**config.mk**
```make
export PLATFORM = sky130hd
export DESIGN_NAME = pw_trigger_gen
export DESIGN_NICKNAME = d
export VERILOG_FILES = /design/src/rtl/pw_trigger_gen.sv
export SDC_FILE = /design/constraint.sdc
export NUM_CORES = 1
export LEC_CHECK = 0
export CELL_PAD_IN_SITES_DETAIL_PLACEMENT = 1
export CELL_PAD_IN_SITES_GLOBAL_PLACEMENT = 1
export CORE_UTILIZATION = 40
export CTS_BUF_LIST = sky130_fd_sc_hd__clkbuf_16
export CTS_CLUSTER_DIAMETER = 150
export DETAILED_ROUTE_END_ITERATION = 8
export PLACE_DENSITY_LB_ADDON = 0.1
export SETUP_SLACK_MARGIN = 0.2
export SYNTH_ARGS = -nofsm -noshare
export SYNTH_HDL_FRONTEND = slang
export SYNTH_SLANG_ARGS = --single-unit
```
**constraint.sdc**
```tcl
create_clock -name trigger_clk -period 9.75 [get_ports trigger_clk]
set_clock_uncertainty 0.05 [all_clocks]
set_input_delay 2.4375 -clock trigger_clk [delete_from_list [all_inputs] [get_ports trigger_clk]]
set_output_delay 2.4375 -clock trigger_clk [all_outputs]
set_load 0.005 [all_outputs]
```
**src/rtl/pw_trigger_gen.sv**
```systemverilog
`default_nettype none
// ==========================================================================
// Module : pw_trigger_gen
// Multi-pulse trigger generator: per-pulse programmable delay and width.
// Rev    : 1.0  initial release
// ==========================================================================
module pw_trigger_gen #(
  parameter int pNUM_TRIGGER_PULSES = 8,
  parameter int pNUM_TRIGGER_WIDTH  = 4,
  parameter int pDELAY_WIDTH        = 24,
  parameter int pWIDTH_WIDTH        = 24
) (
  input  logic                                          trigger_clk,
  input  logic                                          reset_n,
  input  logic                                          I_arm,
  input  logic                                          I_trigger_enable,
  input  logic [pNUM_TRIGGER_WIDTH-1:0]                 I_num_triggers,
  input  logic [pDELAY_WIDTH*pNUM_TRIGGER_PULSES-1:0]   I_trigger_delay,
  input  logic [pWIDTH_WIDTH*pNUM_TRIGGER_PULSES-1:0]   I_trigger_width,
  input  logic                                          I_match,
  output logic                                          O_trigger,
  output logic                                          O_capture_enable_pulse,
  output logic                                          O_busy,
  output logic [pNUM_TRIGGER_WIDTH-1:0]                 O_pulse_index
);

  localparam int c_DCNT_W = pDELAY_WIDTH + 1;
  localparam int c_DVEC_W = pDELAY_WIDTH * pNUM_TRIGGER_PULSES;
  localparam int c_WVEC_W = pWIDTH_WIDTH * pNUM_TRIGGER_PULSES;

  localparam logic [1:0] c_ST_IDLE  = 2'd0;
  localparam logic [1:0] c_ST_DELAY = 2'd1;
  localparam logic [1:0] c_ST_PULSE = 2'd2;

  localparam logic [pNUM_TRIGGER_WIDTH-1:0] c_MAX_PULSES = pNUM_TRIGGER_WIDTH'(pNUM_TRIGGER_PULSES);
  localparam logic [pNUM_TRIGGER_WIDTH-1:0] c_ONE_IDX    = pNUM_TRIGGER_WIDTH'(1);
  localparam logic [pWIDTH_WIDTH-1:0]       c_ONE_W      = pWIDTH_WIDTH'(1);
  localparam logic [c_DCNT_W-1:0]           c_ONE_D      = c_DCNT_W'(1);

  logic [1:0]                    state_q, state_d;
  logic [c_DCNT_W-1:0]           dcnt_q, dcnt_d;
  logic [pWIDTH_WIDTH-1:0]       wcnt_q, wcnt_d;
  logic [pNUM_TRIGGER_WIDTH-1:0] idx_q, idx_d;
  logic [pNUM_TRIGGER_WIDTH-1:0] neff_q, neff_d;
  logic [c_DVEC_W-1:0]           delay_q, delay_d;
  logic [c_WVEC_W-1:0]           width_q, width_d;
  logic                          trig_q, trig_d;
  logic                          cap_q, cap_d;

  logic                          w_accept;
  logic [pNUM_TRIGGER_WIDTH-1:0] w_neff_in;
  logic [pDELAY_WIDTH-1:0]       w_d0;
  logic [pWIDTH_WIDTH-1:0]       w_w0;
  logic [pWIDTH_WIDTH-1:0]       w_cur_width;
  logic [pDELAY_WIDTH-1:0]       w_next_delay;

  assign w_accept = (state_q == c_ST_IDLE) && I_match && I_arm && I_trigger_enable;
  assign w_d0     = I_trigger_delay[pDELAY_WIDTH-1:0];
  assign w_w0     = I_trigger_width[pWIDTH_WIDTH-1:0];

  always_comb begin
    if (I_num_triggers == '0) begin
      w_neff_in = c_ONE_IDX;
    end else if (I_num_triggers > c_MAX_PULSES) begin
      w_neff_in = c_MAX_PULSES;
    end else begin
      w_neff_in = I_num_triggers;
    end
  end

  // Width of the current pulse and delay of the following one, from the snapshot.
  always_comb begin
    w_cur_width  = '0;
    w_next_delay = '0;
    for (int i = 0; i < pNUM_TRIGGER_PULSES; i++) begin
      if (int'(idx_q) == i) begin
        w_cur_width = width_q[i*pWIDTH_WIDTH +: pWIDTH_WIDTH];
      end
      if (int'(idx_q) + 1 == i) begin
        w_next_delay = delay_q[i*pDELAY_WIDTH +: pDELAY_WIDTH];
      end
    end
  end

  always_comb begin
    state_d = state_q;
    dcnt_d  = dcnt_q;
    wcnt_d  = wcnt_q;
    idx_d   = idx_q;
    neff_d  = neff_q;
    delay_d = delay_q;
    width_d = width_q;
    trig_d  = trig_q;
    cap_d   = 1'b0;

    case (state_q)
      c_ST_IDLE: begin
        trig_d = 1'b0;
        idx_d  = '0;
        if (w_accept) begin
          delay_d = I_trigger_delay;
          width_d = I_trigger_width;
          neff_d  = w_neff_in;
          cap_d   = 1'b1;
          // A zero first delay rises in the cycle right after acceptance.
          if (w_d0 == '0) begin
            state_d = c_ST_PULSE;
            trig_d  = 1'b1;
            wcnt_d  = (w_w0 == '0) ? c_ONE_W : w_w0;
          end else begin
            state_d = c_ST_DELAY;
            dcnt_d  = c_DCNT_W'(w_d0);
          end
        end
      end

      c_ST_DELAY: begin
        if (dcnt_q <= c_ONE_D) begin
          state_d = c_ST_PULSE;
          trig_d  = 1'b1;
          wcnt_d  = (w_cur_width == '0) ? c_ONE_W : w_cur_width;
          dcnt_d  = '0;
        end else begin
          dcnt_d = dcnt_q - c_ONE_D;
        end
      end

      c_ST_PULSE: begin
        if (wcnt_q <= c_ONE_W) begin
          trig_d = 1'b0;
          wcnt_d = '0;
          // Inter-pulse gap is delay+1 low cycles so pulses never merge.
          if ((idx_q + c_ONE_IDX) < neff_q) begin
            idx_d   = idx_q + c_ONE_IDX;
            state_d = c_ST_DELAY;
            dcnt_d  = c_DCNT_W'(w_next_delay) + c_ONE_D;
          end else begin
            idx_d   = '0;
            state_d = c_ST_IDLE;
          end
        end else begin
          wcnt_d = wcnt_q - c_ONE_W;
        end
      end

      default: begin
        state_d = c_ST_IDLE;
        trig_d  = 1'b0;
        idx_d   = '0;
      end
    endcase

    if ((state_q != c_ST_IDLE) && !I_trigger_enable) begin
      state_d = c_ST_IDLE;
      trig_d  = 1'b0;
      idx_d   = '0;
      dcnt_d  = '0;
      wcnt_d  = '0;
    end
  end

  always_ff @(posedge trigger_clk or negedge reset_n) begin
    if (!reset_n) begin
      state_q <= c_ST_IDLE;
      dcnt_q  <= '0;
      wcnt_q  <= '0;
      idx_q   <= '0;
      neff_q  <= '0;
      delay_q <= '0;
      width_q <= '0;
      trig_q  <= 1'b0;
      cap_q   <= 1'b0;
    end else begin
      state_q <= state_d;
      dcnt_q  <= dcnt_d;
      wcnt_q  <= wcnt_d;
      idx_q   <= idx_d;
      neff_q  <= neff_d;
      delay_q <= delay_d;
      width_q <= width_d;
      trig_q  <= trig_d;
      cap_q   <= cap_d;
    end
  end

  assign O_trigger              = trig_q;
  assign O_capture_enable_pulse = cap_q;
  assign O_busy                 = (state_q != c_ST_IDLE);
  assign O_pulse_index          = idx_q;

endmodule
`default_nettype wire

```
==> results.tsv, run 1 <==
metric	value	unit
cts_setup_buffers	0	
antenna_found_initial	2	
cts.htree.levels	2	
cts_tree	built	
setup_viol	0	
netlist_area	23070	um^2
ioPinCount	400	
cpPeakStageDelay	0.68	ns
synthXorXnorAreaFrac	0.02164	
fill_cells	6737	
ys.flop_type	dfrtp_1	
detail_route.wl_per_cell	24.37	um
drive_gt1_frac	0.03964	
post-place-cells	3867	
leakage	13.38	nW
fin_cells	3960	
fmax	0.1920	GHz
ys_warn_count	0	
synthesis.nets	3296	
drc	0	
reg2reg_slack	4.54	ns
ys_async_sr_fraction	1.000	
postSynthAreaPerCell	8.000	um^2
cts_resized	0	
ys_seq_elements	445	
syn2layout_area_growth	25.93	%
synth_edf_count	0	
fin_ws	4.541	ns
synth_top_family_by_area	simple AND/OR/NAND/NOR gates	
holdPathStages	2	
post-place-ws	4.006	ns
clkSinkCount	445	
diodes	0	
rows	87	
die-area	58640	um^2
worst-setup-path-type	flip-flop to flip-flop	
coreArea	56710	um^2
gp_congestion	0.9261	
grt.overflow.total	0	
rsz0062_at_grt	no	
min_path_type	flip-flop to flip-flop	
grt_max_degree	238	
holdPathEnd	width_q[51]	
drv_cap	0	
maxSlewViolCount	0	
end_kind	flip-flop	
p_total	9.307	mW
ir_drop	0.0001859	V
cts_made_buffers	52	
die-width	242.2	um
crit_fanout	61	
synth-seq-area-share	0.4827	
rr_worst_depth	12	
worst_path_max_delay_cell	buf_4	
grtUsageTotal	0.3265	
grt_pass1_wl	146.3	mm
grt_pass1_vias	24180	
avgViaCountPerCell	5.685	
clk_path_buf_depth	3	
drt_iter0_markers	1590	
r2r_end	dcnt_q[21]	
clk_latency	0.62	ns
cp.arrival	5.65	ns
holdBufCountCts	0	
port-buffer-count	399	
initial_core_util	0.4068	
synth-adder-area-share	0.01030	
num_vias	22510	
synth_compound_area_frac	0.1658	
place_area	27470	um^2
yosysUniqueCellTypes	75	
layout.nets	3577	
hp-start	width_q[51]	
slew_headroom	0.08730	
dr.pass1.iters	5	
yosys.area_share.simple	0.2716	
timing.hold.ws	0.4152	ns
synthCells	2884	
r2r_start	O_pulse_index[0]	
cp_cell_sequence	inv_1, ha_2, buf_4, nand2b_1, o22ai_1, a31oi_1, nand2_1, a21oi_1, nand4bb_1, or3_1, or3_1, a31o_1	
crit_path_start_kind	flip-flop	
fin_crit_sh	0.5342	
cp_common_cell	or3_1	
die_h	242.2	um
finalHoldViolCount	0	
muxShareOfSynthArea	0.001844	
final_area	29050	um^2
hpwl	69.04	mm
final_core_util	0.5123	
min_period	5.209	ns
ant_nets	0	
wl	96.50	mm
powerDensity	320.3	nW/um^2
cp.required	10.19	ns
setup_tns	0	ns
clk_pin_slew_worst_paths	0.06	ns
cts_root_buffer	clkbuf_16	
status	finished clean	
worstMarginPinSlew	1.364	ns
[kinds of logic (layout without fill, tap and decap cells)]
group,after synthesis,after routing
fa+ha+maj,19,19
simple gates,1507,1507
buf+inv,264,584
flops,445,445
xor+xnor,57,57
mux,4,4
compound gates,588,588
[routing by layer]
metal	GRT usage	routed length, um	vias up
met5	0	31	-
met1	0.3847	37690	11340
met4	0.1794	5565	4
met3	0.04276	4531	219
li1	-	-	10240
met2	0.5747	48680	714
[flip-flops by register name, summed over array words and instances (netlist names)]
register and cells:
dcnt_q 25, width_q 192, O_trigger 1, state_q 2
O_capture_enable_pulse 1, O_pulse_index 4, neff_q 4, delay_q 192
wcnt_q 24
[cell usage in the layout, fill, tap and decap left out, types with 22 or more instances in the layout]
cell type,netlist,final
clkbuf_16,0,52
o22ai_1,27,27
nor3_1,42,42
clkdlybuf4s50_1,0,398
nor2_1,95,95
dfrtp_1,445,445
buf_4,7,25
nor4_1,32,32
o31ai_1,22,22
a22o_1,25,25
a21oi_1,137,136
xor2_1,29,29
o21ai_0,162,162
inv_1,63,76
a221oi_1,41,41
a22oi_1,67,67
nand3_1,23,23
xnor2_1,28,28
nand2_1,1184,1184
nor2b_1,33,32
[worst max path at each step]
stage	cells past startpoint	endpoint	slack [ns]	startpoint
after global routing	12	dcnt_q[21]	4.24	O_pulse_index[0]
after floorplan	10	dcnt_q[16]	5.43	I_trigger_delay[21]
after global placement	10	dcnt_q[18]	3.99	I_trigger_enable
after CTS	12	dcnt_q[21]	4.48	O_pulse_index[0]
after detailed placement	11	dcnt_q[23]	4.01	I_trigger_enable
final	12	dcnt_q[21]	4.54	O_pulse_index[0]
[where the power goes]
group	internal (mW)	switching, mW	total [mW]
Combinational	1.46	2.71	4.17
Clock	1.05	0.829	1.88
Sequential	2.69	0.574	3.26
Total	5.20	4.11	9.31
[worst max-delay path: cells and delay by family, from the launching register on]
family | cells | cell delay, ns
flops | 1 | 0.53
buf+inv | 2 | 0.87
simple gates | 5 | 1.98
compound gates | 4 | 1.08
fa+ha+maj | 1 | 0.58
[layout make-up]
| cell class | instances | area [um^2] | share of cell area |
|---|---|---|---|
| tap | 756 | 945.9 | 0.03256 |
| clock buffer | 52 | 1301 | 0.04479 |
| multi-input combinational | 2175 | 10910 | 0.3754 |
| inverter | 65 | 251.5 | 0.008656 |
| sequential | 445 | 11140 | 0.3833 |
| clock inverter | 41 | 287.8 | 0.009905 |
| timing repair buffer | 426 | 4227 | 0.1455 |
[synth_stat cells, drive strengths merged, types with 6 or more instances]
| cell | instances | area share |
|---|---|---|
| o221ai | 6 | 0.0023 |
| nand3b | 9 | 0.0029 |
| or4 | 10 | 0.0034 |
| or2 | 8 | 0.0022 |
| a22o | 25 | 0.0095 |
| o311a | 6 | 0.0026 |
| nand3 | 25 | 0.0059 |
| nand2b | 17 | 0.0046 |
| o22ai | 27 | 0.0073 |
| a211oi | 8 | 0.0026 |
| nor4 | 34 | 0.010 |
| a22oi | 67 | 0.022 |
| inv | 64 | 0.010 |
| clkbuf | 155 | 0.025 |
| o21ai | 163 | 0.036 |
| nand2 | 1184 | 0.19 |
| o22a | 11 | 0.0042 |
| buf | 44 | 0.010 |
| o31ai | 22 | 0.0072 |
| and2 | 13 | 0.0035 |
| o211ai | 11 | 0.0036 |
| a21oi | 137 | 0.030 |
| a221oi | 41 | 0.016 |
| or3 | 10 | 0.0027 |
| nor2b | 33 | 0.0089 |
| xor2 | 29 | 0.011 |
| nor3 | 42 | 0.0091 |
| a221o | 12 | 0.0052 |
| a31oi | 11 | 0.0030 |
| xnor2 | 28 | 0.011 |
| dfrtp | 445 | 0.48 |
| nand4 | 9 | 0.0024 |
| ha | 19 | 0.010 |
| o21a | 11 | 0.0036 |
| nor2 | 95 | 0.015 |
No activity file was read; power rests on OpenSTA's default activity.
==> run 2: changes to the inputs <==
- clock period: 9.75 -> 5.4 ns (I/O delays scaled with it)
==> results.tsv, run 2 (synthesized netlist as in run 1, its figures left out) <==
metric	value	unit
status	finished clean	
cts_root_buffer	clkbuf_16	
wl	95.36	mm
drv_cap	0	
rsz0062_at_grt	no	
dr.pass1.iters	5	
crit_fanout	33	
rows	87	
min_period	4.476	ns
end_kind	flip-flop	
setup_viol	0	
clk_latency	0.62	ns
port-buffer-count	399	
syn2layout_area_growth	26.57	%
seqPwrFrac	0.356	
diodes	0	
route.met3.wl	4.229	mm
clk_pin_slew_worst_paths	0.06	ns
layout.nets	3589	
hpwl	70.64	mm
grtUsageTotal	0.3232	
ant_nets	0	
cell_internal_pwr	9.377	mW
drc	0	
coreArea	56710	um^2
die_h	242.2	um
r2r_end	dcnt_q[21]	
worst-setup-path-type	flip-flop to flip-flop	
mostFrequentLayoutCells	nand2_1, dfrtp_1, clkdlybuf4s50_1	
cp.arrival	4.91	ns
drt-met1-wl	37.54	mm
ioPinCount	400	
slew_headroom	0.1151	
rr_worst_depth	13	
fin_cells	3972	
switching_share	0.4449	
antenna_found_initial	3	
cts_tree	built	
cts_setup_buffers	0	
holdPathStages	2	
num_vias	22450	
detail_route.wl_per_cell	24.01	um
ir_drop	0.0003349	V
drive_gt1_frac	0.04478	
maxSlewViolCount	0	
combPwrFrac	0.448	
avgViaCountPerCell	5.652	
final_common_cell	nand2_1	
r2r_start	O_pulse_index[0]	
grt_pass1_vias	23680	
holdBufCountCts	0	
die-width	242.2	um
place_area	27660	um^2
setup_tns	0	ns
dr_wl_met2	47.42	mm
fin_crit_sh	0.8288	
reg2reg_slack	0.92	ns
cts_made_buffers	49	
cts_resized	0	
final_area	29200	um^2
p_clk_frac	0.196	
grt_max_degree	233	
worstMarginPinSlew	1.322	ns
min_path_type	flip-flop to flip-flop	
cts.htree.levels	2	
die-area	58640	um^2
grt_pass1_wl	144.7	mm
gp_congestion	0.9383	
leakage	13.44	nW
crit_path_start_kind	flip-flop	
initial_core_util	0.4068	
grt.overflow.total	0	
top_layer_used	met5	
p_switching	7.517	mW
finalHoldViolCount	0	
drt_iter0_markers	1687	
powerDensity	578.5	nW/um^2
clkSinkCount	445	
reg.largest.list	delay_q x192, width_q x192, dcnt_q x25	
holdPathEnd	width_q[81]	
hp-start	width_q[81]	
cp.required	5.83	ns
clk_path_buf_depth	3	
post-place-cells	3882	
fmax	0.2234	GHz
run 2: changes by cell type in the layout (fill, tap and decap cells not counted), moves of 3 or more:
cell / change
buf_12: +7
buf_4: +8
clkbuf_16: -3
inv_1: -4
clkinv_2: +5
run 2: worst max-delay path by stage:
stage / startpoint / end / slack [ns] / cells past startpoint
after floorplan: O_pulse_index[0] / dcnt_q[22] / 1.75 / 15
after global placement: I_trigger_delay[11] / dcnt_q[23] / 0.86 / 11
after detailed placement: I_trigger_delay[11] / dcnt_q[23] / 0.77 / 11
after CTS: O_pulse_index[0] / dcnt_q[20] / 0.98 / 12
after global routing: O_pulse_index[0] / dcnt_q[21] / 0.63 / 13
final: O_pulse_index[0] / dcnt_q[21] / 0.92 / 13
run 2: critical path: stages, from the launching register on:
cell and delay [ns]:
dfrtp_1 0.53, inv_1 0.18, ha_2 0.57, buf_4 0.44, a21oi_1 0.07, a2bb2oi_1 0.33
nor2_1 0.08, o22ai_1 0.15, o31ai_1 0.11, buf_4 0.19, nand4bb_1 0.40, or3_1 0.57
or3_1 0.42, a31o_1 0.24
run 2: through the flow:
| stage | util | setup slack, ns | hold WS, ns | power (mW) |
|---|---|---|---|---|
| after detailed placement | 0.4877 | 0.7709 | 0.4134 | 13.50 |
| final | 0.5149 | 0.9245 | 0.4277 | 16.89 |
| after global placement | 0.4877 | 0.8625 | 0.4076 | 13.23 |
| after global routing | 0.5149 | 0.6314 | 0.4397 | 17.84 |
| after CTS | 0.5149 | 0.9818 | 0.4288 | 16.88 |
| after floorplan | - | 1.747 | 0.3869 | 10.34 |
run 2: layout make-up:
cell class,instances,area [um^2]
fill,6783,27510
sequential,445,11140
multi-input combinational,2175,10900
timing repair buffer,441,4427
clock buffer,49,1226
tap,756,945.9
clock inverter,41,315.3
inverter,65,251.5
run 2: power by group through the flow:
stage / logic, mW / clock network [mW] / registers [mW]
final: 7.56 / 3.31 / 6.02
after detailed placement: 7.47 / 0 / 6.03
after floorplan: 4.79 / 0 / 5.55
after global routing: 8.20 / 3.47 / 6.17
after CTS: 7.54 / 3.35 / 6.00
after global placement: 7.26 / 0 / 5.97
run 2: layer usage:
metal / vias to the layer above / global-route usage
met5: - / 0
met4: 6 / 0.1895
met3: 239 / 0.04077
met2: 747 / 0.5592
met1: 11180 / 0.3856
li1: 10280 / -
